**src/rtl/bfloat_pkg.sv**
```systemverilog
// Shared bfloat16 field layout, constants and the accumulator FSM state type.
package bfloat_pkg;

  localparam int SIGN_BIT = 15;
  localparam int EXP_MSB  = 14;
  localparam int EXP_LSB  = 7;
  localparam int MANT_W   = 7;

  localparam logic [15:0] BF_ZERO    = 16'h0000;
  localparam logic [14:0] BF_INF_MAG = 15'h7F80;

  typedef enum logic {
    S_ACC = 1'b0,
    S_OUT = 1'b1
  } state_t;

  // Both +0 and -0 count as zero; the sign bit is ignored.
  function automatic logic is_zero(input logic [15:0] v);
    return (v[EXP_MSB:0] == 15'h0000);
  endfunction

endpackage

```
**src/rtl/bfloat_adder.sv**
```systemverilog
// Combinational bfloat16 magnitude adder. Both operands carry a hidden 1, the
// smaller one is aligned by truncating right shift, and the result takes the
// sign of a. The exponent is allowed to wrap so the caller can detect overflow.
module bfloat_adder
  import bfloat_pkg::*;
(
  input  logic [15:0] a,
  input  logic [15:0] b,
  output logic [15:0] c
);

  logic [7:0]        ea, eb, e_big, diff, e_res;
  logic [7:0]        m_big, m_small, m_shift;
  logic [8:0]        sum;
  logic [MANT_W-1:0] mant;
  logic              unused_b_sign;

  // Only magnitudes are added, so b's sign never matters.
  assign unused_b_sign = b[SIGN_BIT];

  // Align, add and renormalise by at most one position.
  always_comb begin
    ea = a[EXP_MSB:EXP_LSB];
    eb = b[EXP_MSB:EXP_LSB];
    if (ea >= eb) begin
      e_big   = ea;
      diff    = ea - eb;
      m_big   = {1'b1, a[MANT_W-1:0]};
      m_small = {1'b1, b[MANT_W-1:0]};
    end else begin
      e_big   = eb;
      diff    = eb - ea;
      m_big   = {1'b1, b[MANT_W-1:0]};
      m_small = {1'b1, a[MANT_W-1:0]};
    end
    m_shift = m_small >> diff;
    sum     = {1'b0, m_big} + {1'b0, m_shift};
    if (sum[8]) begin
      e_res = e_big + 8'd1;
      mant  = sum[7:1];
    end else begin
      e_res = e_big;
      mant  = sum[6:0];
    end
    c = {a[SIGN_BIT], e_res, mant};
  end

endmodule

```
**src/rtl/bfloat_frame_accum.sv**
```systemverilog
// Streaming bfloat16 frame accumulator: folds one sample per cycle into a
// magnitude sum, skips zeros, saturates on exponent overflow and hands the
// frame result out on a valid/ready stream.
module bfloat_frame_accum
  import bfloat_pkg::*;
#(
  parameter int FRAME_LEN = 8,
  parameter int CNT_W     = $clog2(FRAME_LEN + 1)
) (
  input  logic             clk,
  input  logic             rst,
  input  logic             in_valid,
  output logic             in_ready,
  input  logic [15:0]      in_data,
  input  logic             in_last,
  output logic             out_valid,
  input  logic             out_ready,
  output logic [15:0]      out_data,
  output logic [CNT_W-1:0] out_count,
  output logic             out_ovf
);

  state_t           state, state_nxt;
  logic [15:0]      acc, acc_nxt, sum;
  logic             empty, empty_nxt, ovf, ovf_nxt;
  logic [CNT_W-1:0] cnt, cnt_inc;
  logic [7:0]       exp_max, res_exp;
  logic             add_ovf, accept, frame_end, out_fire;

  bfloat_adder u_add (
    .a(acc),
    .b(in_data),
    .c(sum)
  );

  assign accept    = in_valid & in_ready;
  assign out_fire  = out_valid & out_ready;
  assign cnt_inc   = cnt + CNT_W'(1);
  // A last flag on the FRAME_LEN-th beat is still a single frame end.
  assign frame_end = accept & ((cnt_inc == CNT_W'(FRAME_LEN)) | in_last);

  // State register.
  always_ff @(posedge clk or posedge rst) begin
    if (rst) state <= S_ACC;
    else     state <= state_nxt;
  end

  // Next-state logic.
  always_comb begin
    state_nxt = state;
    case (state)
      S_ACC: if (frame_end) state_nxt = S_OUT;
      S_OUT: if (out_fire)  state_nxt = S_ACC;
      default: state_nxt = S_ACC;
    endcase
  end

  // Handshake outputs; in_ready is held low while reset is applied.
  always_comb begin
    in_ready  = (state == S_ACC) & ~rst;
    out_valid = (state == S_OUT);
  end

  // Fold the current sample into the running sum, detecting exponent wrap.
  always_comb begin
    acc_nxt   = acc;
    empty_nxt = empty;
    ovf_nxt   = ovf;
    exp_max   = (acc[EXP_MSB:EXP_LSB] >= in_data[EXP_MSB:EXP_LSB]) ?
                acc[EXP_MSB:EXP_LSB] : in_data[EXP_MSB:EXP_LSB];
    res_exp   = sum[EXP_MSB:EXP_LSB];
    add_ovf   = (res_exp == 8'hFF) | (res_exp < exp_max);
    if (!is_zero(in_data)) begin
      if (empty) begin
        acc_nxt   = in_data;
        empty_nxt = 1'b0;
      end else if (!ovf) begin
        if (add_ovf) begin
          ovf_nxt = 1'b1;
          acc_nxt = {acc[SIGN_BIT], BF_INF_MAG};
        end else begin
          acc_nxt = sum;
        end
      end
    end
  end

  // Accumulator, counter and result registers.
  always_ff @(posedge clk or posedge rst) begin
    if (rst) begin
      acc       <= BF_ZERO;
      empty     <= 1'b1;
      ovf       <= 1'b0;
      cnt       <= '0;
      out_data  <= BF_ZERO;
      out_count <= '0;
      out_ovf   <= 1'b0;
    end else if (accept) begin
      acc   <= acc_nxt;
      empty <= empty_nxt;
      ovf   <= ovf_nxt;
      cnt   <= cnt_inc;
      if (frame_end) begin
        out_data  <= empty_nxt ? BF_ZERO : acc_nxt;
        out_count <= cnt_inc;
        out_ovf   <= ovf_nxt;
      end
    end else if (out_fire) begin
      acc   <= BF_ZERO;
      empty <= 1'b1;
      ovf   <= 1'b0;
      cnt   <= '0;
    end
  end

endmodule

```
**config.mk**
```make
export PLATFORM = sky130hd
export DESIGN_NAME = bfloat_frame_accum
export DESIGN_NICKNAME = d
export VERILOG_FILES = /design/src/rtl/bfloat_pkg.sv /design/src/rtl/bfloat_adder.sv /design/src/rtl/bfloat_frame_accum.sv
export SDC_FILE = /design/constraint.sdc
export NUM_CORES = 1
export LEC_CHECK = 0
export BUFFER_PORTS_ARGS = -buffer_cell sky130_fd_sc_hd__buf_4
export CELL_PAD_IN_SITES_DETAIL_PLACEMENT = 0
export CELL_PAD_IN_SITES_GLOBAL_PLACEMENT = 1
export CORE_ASPECT_RATIO = 1.75
export CORE_MARGIN = 8
export CORE_UTILIZATION = 41
export DETAILED_ROUTE_END_ITERATION = 10
export GPL_TIMING_DRIVEN = 0
export PLACE_DENSITY = 0.81
export SLEW_MARGIN = 20
export SYNTH_ARGS = -nofsm -noshare
export SYNTH_HDL_FRONTEND = slang
export SYNTH_SLANG_ARGS = --single-unit
```
**constraint.sdc**
```tcl
create_clock -name clk -period 6.15 [get_ports clk]
set_clock_uncertainty 0.05 [all_clocks]
set_input_delay 0 -clock clk [delete_from_list [all_inputs] [get_ports clk]]
set_output_delay 0 -clock clk [all_outputs]
set_load 0.005 [all_outputs]
```
==> reports/metrics.cfg <==
[critical_path]
critPathCaptureType=flip-flop
regToRegEndpoint=out_data[8]$_DFFE_PP0P_
required_ns=6.23
crit_slowest_cell=dfrtp_2
worst-endpoint-arrival_ns=6.61
max_stage_delay_ns=0.40
crit_top_cell=buf_6
cp-startpoint=acc[7]$_DFFE_PP0P_
reg2reg_setup_slack_ns=-0.38
crit_path_end=out_data[8]$_DFFE_PP0P_
critPathMaxFanout=6
path_class=flip-flop to flip-flop
startpoint_type=flip-flop
r2r_start=acc[7]$_DFFE_PP0P_
worst-r2r-cell-count=36

[sta]
slew_viol_final=0
worst_slack_ns=-0.3764
min_period_ns=6.526
max_freq_ghz=0.1532
tightest_slew_ns=0.9260
hold_violations=0
rsz0062_at_grt=yes
setup_viol=32
whs_ns=0.02660
period_share_pct=106.1
relSlewSlack_pct=37.62

[synth]
synthesis.nets=608
yosysMostFrequentCell=nand2_1
synth-seq-cells=44
synth_area_leaders=dfrtp_1 24%, ha_1 8.6%, mux2i_1 4.9%, o21ai_0 4.9%, a21oi_1 4.7%
yosysUniqueCellTypes=72
yosysTopAreaCellShare_pct=23.98
avgSynthCellArea_um2=8.116
ys_seq_area_share_pct=24.56
synthTopCellsByCount=51 x nand2_1, 44 x o21ai_0, 43 x dfrtp_1
synth_warnings=0
synth_area_um2=4488
synth-main-ff-cell=dfrtp_1
syn-instance-count=553
async_flop_share_pct=100.0
synth_top_area_cell=dfrtp_1
synth_edf_count=0

[route]
post_drt_wl_per_cell_um=21.14
num_vias=4816
drc=0
first_pass_iters=5
via_per_inst=6.230
first_iter_violations=317
routed_wl_mm=16.34
antenna_left=0

[die]
die_h_um=154.4
coreArea_um2=10700
rows=50
io_pins=44
fp.dieArea_um2=14680
die_w_um=95.09
start_util_pct=41.95

[hold_path]
hold_path.class=primary input to flip-flop
min_path_cells=3

[run_status]
status=finished with violations
violations=negative setup slack

[grt]
antenna_found_initial=0
grt_pass1_vias=4933
grt_max_degree=35
grt_usage_pct=21.88
grt_pass1_wl_mm=25.30
gr-total-overflow=0

[cells_and_area]
area_growth_pct=32.42
nets=697
fill_cells=995
post-route-cell-area_um2=5943
layout-drive-gt1-share_pct=29.70
fin_util_pct=55.56
diodes=0

[clock_network]
htree_levels=2
cts_sinks=44
numCtsBuffers=5
path_clk_slew_ns=0.06
clockBufferDepth=2
cts_tree=built
clock-root-buffer=clkbuf_16
clock_latency_ns=0.29

[placement]
placed_area_um2=5030
dp_hpwl_mm=12.21
pre_cts_ws_ns=-1.204
io_buffers=43
place_congestion=0.9246

[power]
p_seq_share_pct=16.8
p_sw_share_pct=47.72
p_per_area_nw_per_um2=526.4
power_frac_clock_pct=8.5
power.switching_mw=1.493
p_comb_share_pct=74.6
ir_drop_v=0.0003357
leakage_nw=2.529
power.total_mw=3.128
internal-power_mw=1.636

[flow_run]
drv_cap=0

[worst max-delay path: cells and delay by family, from the launching register on]
kind | cells | cell delay (ns)
AO/OA/AOI/OAI | 13 | 2.05
adder cells (fa/ha/maj) | 5 | 1.39
AND/OR/NAND/NOR | 8 | 1.22
buffers and inverters | 7 | 0.80
flip-flops | 1 | 0.40
multiplexers | 2 | 0.36
XOR/XNOR | 1 | 0.10
[layout make-up]
cell class / count / area (µm²) / share of cell area, %
multi-input cells: 448 / 3567 / 60.02
repair buffers: 84 / 671.9 / 11.31
flip-flops and latches: 44 / 1107 / 18.63
inverters: 32 / 120.1 / 2.021
clock buffers: 8 / 146.4 / 2.463
well taps: 130 / 162.7 / 2.737
plain buffers: 27 / 167.7 / 2.821
[worst min path at each step]
stage                      from                  end  slack, ns
floorplan                   rst             in_ready     -0.007
global placement      out_ready  out_valid$_DFF_PP0_       0.15
detailed placement          rst  out_valid$_DFF_PP0_      -0.09
CTS                 in_data[10]  acc[10]$_DFFE_PP0P_      0.005
global route        in_data[10]  acc[10]$_DFFE_PP0P_       0.04
finish               in_data[3]   acc[3]$_DFFE_PP0P_       0.03
[power groups by stage]
stage	clock network (mW)	logic [mW]	registers (mW)
2_1_floorplan	0	1.28	0.489
3_5_place_dp	0	1.75	0.523
4_1_cts	0.274	2.13	0.515
3_3_place_gp	0	1.72	0.520
6_report	0.267	2.34	0.526
5_1_grt	0.281	2.51	0.537
[cells in the final DEF (no fill, tap or decap), drive strengths merged, types with 8 or more instances in the layout]
master / count
xnor2: 10
nand3: 22
ha: 31
dfrtp: 43
clkbuf: 24
nor2: 36
buf: 91
nor3b: 8
mux2i: 22
nand2: 51
o21ai: 51
inv: 32
a21o: 9
a31oi: 13
xor2: 8
mux2: 10
a21oi: 42
[sequential cells by signal (all words and copies together), names as in the netlist]
name       cells
out_valid      1
acc           16
out_ovf        1
out_data      16
cnt            4
empty          1
out_count      4
ovf            1
[what timing repair did]
| action | in CTS | in global routing |
|---|---|---|
| resized for setup | 71 | 28 |
| endpoints found under the setup margin | 32 | 32 |
| pin swaps | 35 | 22 |
| hold endpoints to repair | 46 | 0 |
| hold buffers | 4 | 0 |
| cloned | 0 | 0 |
| setup buffers | 28 | 8 |
[cells by family after synthesis]
| logic type | count (synthesis) | share of synthesized area [%] |
|---|---|---|
| flops | 44 | 24.56 |
| fa+ha+maj | 34 | 9.980 |
| xor+xnor | 18 | 3.513 |
| simple gates | 169 | 18.87 |
| buf+inv | 61 | 5.687 |
| compound gates | 194 | 29.47 |
| mux | 33 | 7.917 |
[stage by stage]
| stage | setup TNS [ns] | std cells |
|---|---|---|
| after floorplan | 0 | 553 |
| after global placement | -33.66 | 726 |
| after detailed placement | -35.91 | 727 |
| after CTS | -7.793 | 765 |
| after global routing | -15.52 | 773 |
| final | -9.880 | 773 |
[per-layer routing]
layer	share of wire (%)	global-route usage [%]	vias to the layer above
met1	38	23.09	2356
li1	-	-	2254
met2	54	39.54	149
met5	0	0	-
met4	5.5	14.90	0
met3	2.9	1.309	57
Note: power is estimated with default switching activity, not from simulation.
